==> src/rtl/imem_loader_pkg.sv <==
// Shared types and constants for the instruction-memory bootloader.
package imem_loader_pkg;

    localparam int unsigned BYTES_PER_WORD = 4;
    localparam int unsigned BYTE_CNT_W     = 2;
    localparam int unsigned LEN_W          = 16;

    typedef enum logic [2:0] {
        ST_IDLE   = 3'd0,
        ST_LEN_HI = 3'd1,
        ST_LEN_LO = 3'd2,
        ST_DATA   = 3'd3,
        ST_CSUM   = 3'd4,
        ST_DONE   = 3'd5,
        ST_ERR    = 3'd6
    } state_t;

    // True while a download is in progress (CPU must be held).
    function automatic logic is_busy(input state_t s);
        return (s == ST_LEN_HI) || (s == ST_LEN_LO) || (s == ST_DATA) || (s == ST_CSUM);
    endfunction

endpackage

==> src/rtl/imem_loader_if.sv <==
// UART byte stream in, instruction-memory write port and status out.
interface imem_loader_if #(
    parameter int unsigned ADDR_W = 8
);
    logic              start;
    logic [7:0]        rx_data;
    logic              rx_valid;
    logic              wr_en;
    logic [ADDR_W-1:0] wr_addr;
    logic [31:0]       wr_data;
    logic              cpu_hold;
    logic              done;
    logic              error;
    logic              overflow;

    modport master (
        output start, rx_data, rx_valid,
        input  wr_en, wr_addr, wr_data, cpu_hold, done, error, overflow
    );

    modport slave (
        input  start, rx_data, rx_valid,
        output wr_en, wr_addr, wr_data, cpu_hold, done, error, overflow
    );
endinterface

==> src/rtl/imem_loader_word_assembler.sv <==
// Packs an MSB-first byte stream into 32-bit words; word_valid pulses once per word.
module word_assembler
    import imem_loader_pkg::*;
(
    input  logic        clk,
    input  logic        reset,
    input  logic        clr,
    input  logic [7:0]  byte_in,
    input  logic        byte_valid,
    output logic [31:0] word_out,
    output logic        word_valid
);

    logic [BYTE_CNT_W-1:0] cnt;
    logic [23:0]           shreg;

    // Left-shift packer; clr drops any partial word.
    always_ff @(posedge clk) begin
        if (reset || clr) begin
            cnt        <= '0;
            shreg      <= '0;
            word_out   <= '0;
            word_valid <= 1'b0;
        end else begin
            word_valid <= 1'b0;
            if (byte_valid) begin
                shreg <= {shreg[15:0], byte_in};
                cnt   <= cnt + BYTE_CNT_W'(1);
                if (cnt == BYTE_CNT_W'(BYTES_PER_WORD - 1)) begin
                    word_out   <= {shreg, byte_in};
                    word_valid <= 1'b1;
                end
            end
        end
    end

endmodule

==> src/rtl/imem_loader.sv <==
// Bootloader: receives a length-prefixed, XOR-checked image over UART and writes it to IMEM.
module imem_loader
    import imem_loader_pkg::*;
#(
    parameter int unsigned MEM_WORDS   = 160,
    parameter int unsigned ADDR_W      = 8,
    parameter int unsigned TIMEOUT_CYC = 1000000
) (
    input  logic           clk,
    input  logic           reset,
    imem_loader_if.slave   bus
);

    localparam int unsigned TMR_W = $clog2(TIMEOUT_CYC + 1);

    state_t             state, state_nxt;
    logic [LEN_W-1:0]   len, len_nxt;
    logic [ADDR_W-1:0]  word_cnt, word_cnt_nxt;
    logic [7:0]         acc, acc_nxt;
    logic [TMR_W-1:0]   timer, timer_nxt;
    logic               done, done_nxt;
    logic               error, error_nxt;
    logic               overflow, overflow_nxt;
    logic               cpu_hold;
    logic               asm_clr_c;
    logic               timeout_c;
    logic [LEN_W-1:0]   len_rx_c;
    logic [31:0]        word;
    logic               word_valid;

    assign len_rx_c  = {len[15:8], bus.rx_data};
    assign timeout_c = is_busy(state) && !bus.rx_valid && (timer == TMR_W'(TIMEOUT_CYC - 1));

    word_assembler u_asm (
        .clk        (clk),
        .reset      (reset),
        .clr        (asm_clr_c),
        .byte_in    (bus.rx_data),
        .byte_valid (bus.rx_valid && (state == ST_DATA)),
        .word_out   (word),
        .word_valid (word_valid)
    );

    // State, counters and registered status outputs.
    always_ff @(posedge clk) begin
        if (reset) begin
            state    <= ST_IDLE;
            len      <= '0;
            word_cnt <= '0;
            acc      <= '0;
            timer    <= '0;
            done     <= 1'b0;
            error    <= 1'b0;
            overflow <= 1'b0;
            cpu_hold <= 1'b0;
        end else begin
            state    <= state_nxt;
            len      <= len_nxt;
            word_cnt <= word_cnt_nxt;
            acc      <= acc_nxt;
            timer    <= timer_nxt;
            done     <= done_nxt;
            error    <= error_nxt;
            overflow <= overflow_nxt;
            cpu_hold <= is_busy(state_nxt);
        end
    end

    // Next-state, frame parsing, checksum and inter-byte timeout.
    always_comb begin
        state_nxt    = state;
        len_nxt      = len;
        word_cnt_nxt = word_cnt;
        acc_nxt      = acc;
        timer_nxt    = timer;
        done_nxt     = done;
        error_nxt    = error;
        overflow_nxt = overflow;
        asm_clr_c    = 1'b0;

        if (is_busy(state)) begin
            timer_nxt = bus.rx_valid ? '0 : timer + TMR_W'(1);
        end

        case (state)
            ST_IDLE, ST_DONE, ST_ERR: begin
                if (bus.start) begin
                    state_nxt    = ST_LEN_HI;
                    len_nxt      = '0;
                    word_cnt_nxt = '0;
                    acc_nxt      = '0;
                    timer_nxt    = '0;
                    done_nxt     = 1'b0;
                    error_nxt    = 1'b0;
                    overflow_nxt = 1'b0;
                    asm_clr_c    = 1'b1;
                end
            end
            ST_LEN_HI: begin
                if (bus.rx_valid) begin
                    len_nxt   = {bus.rx_data, 8'h00};
                    state_nxt = ST_LEN_LO;
                end
            end
            ST_LEN_LO: begin
                if (bus.rx_valid) begin
                    len_nxt = len_rx_c;
                    if (len_rx_c > LEN_W'(MEM_WORDS)) begin
                        state_nxt    = ST_ERR;
                        error_nxt    = 1'b1;
                        overflow_nxt = 1'b1;
                    end else if (len_rx_c == '0) begin
                        state_nxt = ST_CSUM;
                    end else begin
                        state_nxt = ST_DATA;
                    end
                end
            end
            ST_DATA: begin
                if (bus.rx_valid) begin
                    acc_nxt = acc ^ bus.rx_data;
                end
                // The address holds at N-1 after the final write.
                if (word_valid) begin
                    if (LEN_W'(word_cnt) == len - LEN_W'(1)) begin
                        state_nxt = ST_CSUM;
                    end else begin
                        word_cnt_nxt = word_cnt + ADDR_W'(1);
                    end
                end
            end
            ST_CSUM: begin
                if (bus.rx_valid) begin
                    if (bus.rx_data == acc) begin
                        state_nxt = ST_DONE;
                        done_nxt  = 1'b1;
                    end else begin
                        state_nxt = ST_ERR;
                        error_nxt = 1'b1;
                    end
                end
            end
            default: state_nxt = ST_IDLE;
        endcase

        if (timeout_c) begin
            state_nxt    = ST_ERR;
            error_nxt    = 1'b1;
            overflow_nxt = 1'b0;
            asm_clr_c    = 1'b1;
        end
    end

    assign bus.wr_en    = word_valid;
    assign bus.wr_data  = word;
    assign bus.wr_addr  = word_cnt;
    assign bus.cpu_hold = cpu_hold;
    assign bus.done     = done;
    assign bus.error    = error;
    assign bus.overflow = overflow;

endmodule
==> src/flat_wrapper.sv <==
// flat-port wrapper written by rule: the top's interface ports become plain ports
module imem_loader_flat import imem_loader_pkg::*;
#(
    parameter int unsigned MEM_WORDS   = 160,
    parameter int unsigned ADDR_W      = 8,
    parameter int unsigned TIMEOUT_CYC = 1000000
)
  (clk, reset, bus_start, bus_rx_data, bus_rx_valid, bus_wr_en, bus_wr_addr, bus_wr_data, bus_cpu_hold, bus_done, bus_error, bus_overflow);
  imem_loader_if #(.ADDR_W(ADDR_W)) bus_i ();
  input  logic clk;
  input  logic reset;
  input wire logic [$bits(bus_i.start)-1:0] bus_start;
  input wire logic [$bits(bus_i.rx_data)-1:0] bus_rx_data;
  input wire logic [$bits(bus_i.rx_valid)-1:0] bus_rx_valid;
  output wire logic [$bits(bus_i.wr_en)-1:0] bus_wr_en;
  output wire logic [$bits(bus_i.wr_addr)-1:0] bus_wr_addr;
  output wire logic [$bits(bus_i.wr_data)-1:0] bus_wr_data;
  output wire logic [$bits(bus_i.cpu_hold)-1:0] bus_cpu_hold;
  output wire logic [$bits(bus_i.done)-1:0] bus_done;
  output wire logic [$bits(bus_i.error)-1:0] bus_error;
  output wire logic [$bits(bus_i.overflow)-1:0] bus_overflow;
  assign bus_i.start = bus_start;
  assign bus_i.rx_data = bus_rx_data;
  assign bus_i.rx_valid = bus_rx_valid;
  assign bus_wr_en = bus_i.wr_en;
  assign bus_wr_addr = bus_i.wr_addr;
  assign bus_wr_data = bus_i.wr_data;
  assign bus_cpu_hold = bus_i.cpu_hold;
  assign bus_done = bus_i.done;
  assign bus_error = bus_i.error;
  assign bus_overflow = bus_i.overflow;
  imem_loader #(.MEM_WORDS(MEM_WORDS), .ADDR_W(ADDR_W), .TIMEOUT_CYC(TIMEOUT_CYC)) u_core (.clk(clk), .reset(reset), .bus(bus_i));
endmodule
==> config.mk <==
export PLATFORM = sky130hd
export DESIGN_NAME = imem_loader_flat
export DESIGN_NICKNAME = d
export VERILOG_FILES = /design/src/rtl/imem_loader_pkg.sv /design/src/rtl/imem_loader_if.sv /design/src/rtl/imem_loader_word_assembler.sv /design/src/rtl/imem_loader.sv /design/src/flat_wrapper.sv
export SDC_FILE = /design/constraint.sdc
export NUM_CORES = 1
export LEC_CHECK = 0
export ABC_AREA = 1
export BUFFER_PORTS_ARGS = -buffer_cell sky130_fd_sc_hd__clkbuf_2
export CAP_MARGIN = 5
export CORE_UTILIZATION = 25
export CTS_BUF_LIST = sky130_fd_sc_hd__clkbuf_8
export DETAILED_ROUTE_END_ITERATION = 10
export HOLD_SLACK_MARGIN = 0.15
export PLACE_DENSITY = 0.44
export RECOVER_POWER = 25
export SYNTH_ARGS = -nofsm -noshare
export SYNTH_HDL_FRONTEND = slang
export SYNTH_SLANG_ARGS = --single-unit
export TNS_END_PERCENT = 20
==> constraint.sdc <==
create_clock -name clk -period 2.3 [get_ports clk]
set_clock_uncertainty 0.2 [all_clocks]
set_input_delay 0.46 -clock clk [delete_from_list [all_inputs] [get_ports clk]]
set_output_delay 0.46 -clock clk [all_outputs]
set_load 0.01 [all_outputs]
==> results.toml, run 1 <==
[sta]
max_freq_mhz = 461
post-route-min-period_ns = 2.17
holdWs_ns = 0.186
setup_viol = 0
relSlewSlack = 0.552
finalCritPeriodShare = 0.943
slew_violations = 0
finalHoldViolCount = 0
worstMarginPinSlew_ns = 0.670

[cts]
numCtsBuffers = 17
max-clock-path-buffers = 2
cts_sinks = 118
h-tree-depth = 4
clkTransAtPathRegs_ns = 0.08
insertion_delay_ns = 0.44
root_buffer = "clkbuf_8"
cts_tree = "done"

[placement]
gp_congestion = 0.839
port_buffers = 56
placed_cells = 1241
dp_hpwl_mm = 12.6

[critical_path]
r2r_end = "u_core.bus.wr_addr[0]"
slowest_delay_ns = 0.53
reg2reg_slack_ns = 0.15
cpLargestDelayFamily = "simple AND/OR/NAND/NOR gates"
crit_type = "in -> reg"
critPathArrivalTime_ns = 2.31
worst_path_most_repeated_cell = "nand2_1"
path_max_fanout = 4
cpMaxStageDelayCell = "dlygate4sd3_1"
r2r-start = "u_core.len[3]"
reg2reg_depth = 15
cp-end-kind = "flop"
cp.required_ns = 2.44
path_cells = "dlygate4sd3_1, clkbuf_2, nor2_1, nand4_1, nor2_1, nand2_1, a21oi_1, nand2_1, a21oi_2, nand4_1, nand3_1, nand2_1"
cp_num_buf_inv = 2
crit_cells = 12
crit_path_start_kind = "input pin"

[synth]
syn_area_um2 = 5940
synth_seq_cells = 118
synth-warning-count = 0
syn-mean-instance-area_um2 = 6.88
synthFlopType = "dfxtp_1"
yosysSeqAreaShare = 0.398
synth_cells = 863
ys_types = 45
synth_edf_count = 0
async_flop_share = 0
synth_fp_nets = 879

[grt]
grt_max_degree = 35
grt_pass1_vias = 5299
grt_pass1_wl_mm = 27.7
grt-ovfl-total = 0
grt_use_total = 0.146
antenna_found_initial = 0

[drt]
via_per_inst = 4.46
drt-initial-drc-count = 309
routed_wl_mm = 17.4
drt_pass1_iterations = 4
ant_nets = 0
drc = 0
drt-wirelength-per-cell_um = 13.6
vias = 5701

[pwr]
leakagePower_nw = 2.67
p_per_area_nw_per_um2 = 1030
p_total_mw = 7.45
irDropWorstVdd_v = 0.000447

[hold_path]
min_path_type = "in -> reg"
min_to = "u_core.u_asm.shreg[1]"
min_from = "bus_rx_data[1]"
min_path_cells = 3

[layout]
nNetsFinal = 963
antennaDiodeCount = 0
syn_to_final_growth_pct = 21.6
fillers = 2653
stdcell_count = 1279
final_util = 0.309
drive_gt1_frac = 0.174

[die]
die_w_um = 156
row_count = 56
die_h_um = 156
start_util = 0.254
fp.coreArea_um2 = 23400
num_io_pins = 57
dieArea_um2 = 24400

[job]
maxCapViolCount = 0

[run_status]
outcome = "complete, no violations"
[layer usage]
layer,routed length (µm),global-route usage,vias up
met4,128,0.0364,0
met1,8690,0.193,2632
met3,480,0.0300,11
met2,8080,0.240,59
li1,-,-,2999
met5,0,0,-
[stage by stage]
step / instance area (µm²) / setup TNS [ns] / worst slack [ns]
after floorplan: 5940 / 0 / 0.224
after global placement: 6730 / -0.00367 / -0.00367
after detailed placement: 6730 / -0.195 / -0.0509
after CTS: 7140 / 0 / 0.0657
after global routing: 7220 / -0.0201 / -0.00596
final: 7220 / 0 / 0.132
[timing repair]
| item | 4_1_cts | 5_1_grt |
|---|---|---|
| hold buffers | 2 | 0 |
| cloned | 0 | 1 |
| endpoints found under the setup margin | 5 | 27 |
| gates resized for setup | 1 | 37 |
| buffers inserted | 1 | 2 |
| pin swaps | 1 | 14 |
| endpoints found under the hold margin | 2 | 0 |
[logic make-up (layout without fill, tap and decap cells)]
kind of cell / Yosys count / count (layout) / share of synthesized area
xor gates and xnor gates: 22 / 22 / 0.0324
AOI/OAI and AO/OA: 154 / 154 / 0.147
buffers and inverters: 113 / 209 / 0.0809
DFF: 118 / 118 / 0.398
adders and majority gates: 4 / 4 / 0.00843
and+or+nand+nor: 452 / 453 / 0.333
[Yosys cell counts (all sizes together), types with 2 or more instances]
cell | count | area share
nand2 | 240 | 0.16
xnor2 | 12 | 0.018
nand4 | 16 | 0.019
o221ai | 2 | 0.0029
or2 | 12 | 0.013
xor2 | 10 | 0.015
a211oi | 14 | 0.018
nor3 | 8 | 0.0067
a31oi | 3 | 0.0057
a221oi | 3 | 0.0044
a22oi | 2 | 0.0025
dfxtp | 118 | 0.40
clkinv | 4 | 0.0027
buf | 21 | 0.023
nand3 | 64 | 0.056
o21ai | 13 | 0.011
o211ai | 2 | 0.0034
a21oi | 109 | 0.092
nor2 | 106 | 0.074
nand3b | 3 | 0.0038
o22ai | 3 | 0.0032
clkbuf | 13 | 0.0082
inv | 75 | 0.047
ha | 4 | 0.0084
[power by group]
part	total [mW]	internal, mW	leakage (nW)	switching, mW
Combinational	3.21	1.09	1.53	2.12
Sequential	2.38	2.20	0.955	0.172
Clock	1.86	0.878	0.186	0.981
[cell usage in the layout (no fill, tap or decap), types with 14 or more instances in the layout]
| cell | n |
|---|---|
| a211oi_1 | 14 |
| a21oi_1 | 105 |
| buf_4 | 37 |
| clkbuf_1 | 38 |
| clkbuf_2 | 19 |
| clkbuf_8 | 17 |
| dfxtp_1 | 116 |
| inv_1 | 63 |
| nand2_1 | 221 |
| nand2_2 | 18 |
| nand3_1 | 60 |
| nand4_1 | 15 |
| nor2_1 | 84 |
| nor2_2 | 16 |
[registers in the layout, summed over array words and instances (netlist names)]
| signal | count |
|---|---|
| u_core.bus.done | 1 |
| u_core.u_asm.word_out | 32 |
| u_core.u_asm.word_valid | 1 |
| u_core.acc | 8 |
| u_core.bus.overflow | 1 |
| u_core.bus.error | 1 |
| u_core.u_asm.shreg | 24 |
| u_core.state | 3 |
| u_core.timer | 20 |
| u_core.bus.cpu_hold | 1 |
| u_core.bus.wr_addr | 8 |
| u_core.len | 16 |
| u_core.u_asm.cnt | 2 |
[layout make-up]
type                            instances  area (µm²)  share of cell area
Clock buffer                           17         234              0.0324
Clock inverter                         15         144              0.0199
Inverter                               79         300              0.0416
Multi-Input combinational cell        633        3220               0.445
Sequential cell                       118        2360               0.327
Tap cell                              319         399              0.0552
Timing Repair Buffer                   98         567              0.0785
[how the worst max path moves through the flow]
stage | startpoint | endpoint | slack (ns)
after floorplan | u_core.len[0] | u_core.bus.wr_addr[2] | 0.22
after global placement | u_core.len[1] | u_core.bus.wr_addr[0] | -0.004
after detailed placement | u_core.len[1] | u_core.bus.wr_addr[0] | -0.05
after CTS | u_core.len[1] | u_core.bus.wr_addr[0] | 0.07
after global routing | u_core.len[3] | u_core.bus.wr_addr[4] | -0.006
final | bus_rx_data[0] | u_core.bus.cpu_hold | 0.13
[tightest hold or removal path, delay by kind of cell]
family,cells,cell delay (ns)
buffers and inverters,1,0.17
AND/OR/NAND/NOR,1,0.10
AO/OA/AOI/OAI,1,0.06
(Power assumes the default switching activity.)
==> run 2, diff against run 1 <==
--- a/config.mk
+++ b/config.mk
@@ -8,11 +8,11 @@
 export ABC_AREA = 1
 export BUFFER_PORTS_ARGS = -buffer_cell sky130_fd_sc_hd__clkbuf_2
 export CAP_MARGIN = 5
-export CORE_UTILIZATION = 25
+export CORE_UTILIZATION = 54
 export CTS_BUF_LIST = sky130_fd_sc_hd__clkbuf_8
 export DETAILED_ROUTE_END_ITERATION = 10
 export HOLD_SLACK_MARGIN = 0.15
-export PLACE_DENSITY = 0.44
+export PLACE_DENSITY = 0.78
 export RECOVER_POWER = 25
 export SYNTH_ARGS = -nofsm -noshare
 export SYNTH_HDL_FRONTEND = slang
==> results.toml, run 2 (synthesized netlist as in run 1, its figures left out) <==
[grt]
antenna_found_initial = 0
grt_use_total = 0.266
grt_pass1_vias = 5198
grt_pass1_wl_mm = 24.2
grt-ovfl-total = 0
grt_max_degree = 61

[cts]
root_buffer = "clkbuf_8"
numCtsBuffers = 17
cts_tree = "done"
max-clock-path-buffers = 2
h-tree-depth = 4
cts_sinks = 118
clkTransAtPathRegs_ns = 0.07
insertion_delay_ns = 0.45

[pwr]
p_per_area_nw_per_um2 = 1100
comb_power_share = 0.403
seqPwrFrac = 0.310
p_total_mw = 7.66
leakagePower_nw = 2.69
clock_power_share = 0.286
swShare = 0.404
irDropWorstVdd_v = 0.000547
power_switching_mw = 3.09
p_int_mw = 4.57

[layout]
stdcell_count = 1088
antennaDiodeCount = 0
drive_gt1_frac = 0.143
layout_commonest_cell = "nand2_1"
largest_registers = "u_core.u_asm.word_out (32), u_core.u_asm.shreg (24), u_core.timer (20)"
nNetsFinal = 955
mostFrequentLayoutCells = "nand2_1, dfxtp_1, a21oi_1"
largest_reg_flops = 32
final_util = 0.664
regMostFlops = "u_core.u_asm.word_out"
syn_to_final_growth_pct = 17.6
final_cell_area_um2 = 6980

[die]
num_io_pins = 57
die_h_um = 107
die_w_um = 107
row_count = 37
dieArea_um2 = 11400
fp.coreArea_um2 = 10500
start_util = 0.565

[placement]
port_buffers = 56
placed_cells = 1049
place_area_um2 = 6440
dp_hpwl_mm = 10.2
dpl_worst_slack_ns = -0.0140
gp_congestion = 0.947

[sta]
max_freq_mhz = 466
setup_viol = 0
worst_slack_ns = 0.155
fin_setup_tns_ns = 0
holdWs_ns = 0.164
post-route-min-period_ns = 2.14
relSlewSlack = 0.601
finalCritPeriodShare = 0.933
finalHoldViolCount = 0
worstMarginPinSlew_ns = 0.596
slew_violations = 0

[drt]
drt-initial-drc-count = 456
drc = 0
ant_nets = 0
routed_wl_mm = 15.0
vias = 5821
drt-wirelength-per-cell_um = 13.8
via_per_inst = 5.35
drt_pass1_iterations = 9

[critical_path]
slowest_delay_ns = 0.32
path_cells = "inv_2, ha_4, nand2_4, nor2_4, nand2_2, nand2_1, nand2_1, nor2_2, nand2_1, nor2_2, nand2_1, nand3_2, nand2_4, inv_4, nand2_1, a21oi_1"
cpMaxStageDelayCell = "dfxtp_1"
cp-end-kind = "flop"
crit_type = "reg -> reg"
cpLargestDelayFamily = "simple AND/OR/NAND/NOR gates"
cp.required_ns = 2.49
critPathArrivalTime_ns = 2.33
cp_num_buf_inv = 2
worst_path_most_repeated_cell = "nand2_1"
crit_path_start_kind = "flop"
path_max_fanout = 8

[hold_path]
min_path_type = "in -> reg"

[run_status]
outcome = "complete, no violations"

[job]
maxCapViolCount = 0
[run 2: path summary, 6_finish.rpt]
kind | from | to | slack [ns] | depth (start not counted)
setup / recovery | u_core.len[1] | u_core.bus.wr_addr[0] | 0.16 | 16
hold / removal | bus_rx_valid | u_core.bus.done | 0.16 | 3
setup reg to reg | u_core.len[1] | u_core.bus.wr_addr[0] | 0.16 | 16
hold reg to reg | u_core.u_asm.word_out[11] | u_core.u_asm.word_out[11] | 0.26 | 2
[run 2: routing by layer]
layer | track usage | vias to the layer above | share of wire
li1 | - | 2972 | -
met1 | 0.371 | 2648 | 0.47
met2 | 0.401 | 174 | 0.46
met3 | 0.0553 | 27 | 0.059
met4 | 0.107 | 0 | 0.017
met5 | 0 | - | 0
[run 2: area by class of cell]
class	count	area, µm²
clock buffers	18	248
clock inverters	14	206
fillers	957	3530
inverters	79	300
multi-input cells	633	3170
flip-flops and latches	118	2370
well taps	136	170
repair buffers	90	523
[run 2: what timing repair did]
action / in CTS / in global routing
pin swaps: 1 / 7
gates resized for setup: 1 / 21
hold endpoints to repair: 4 / 0
hold buffers: 3 / 0
setup endpoints to repair: 7 / 14
gates cloned: 0 / 2
setup buffers: 0 / 3
[run 2: tightest hold or removal path: stages]
cell      delay (ns)
clkbuf_2        0.13
nand3_1         0.10
a31oi_1         0.08
[run 2: power by group through the flow]
stage	combinational, mW	clock, mW	sequential [mW]
final	3.09	2.19	2.38
after global routing	3.44	2.30	2.39
after CTS	2.93	2.21	2.36
after detailed placement	2.90	0	2.40
after global placement	2.89	0	2.40
after floorplan	2.29	0	2.37
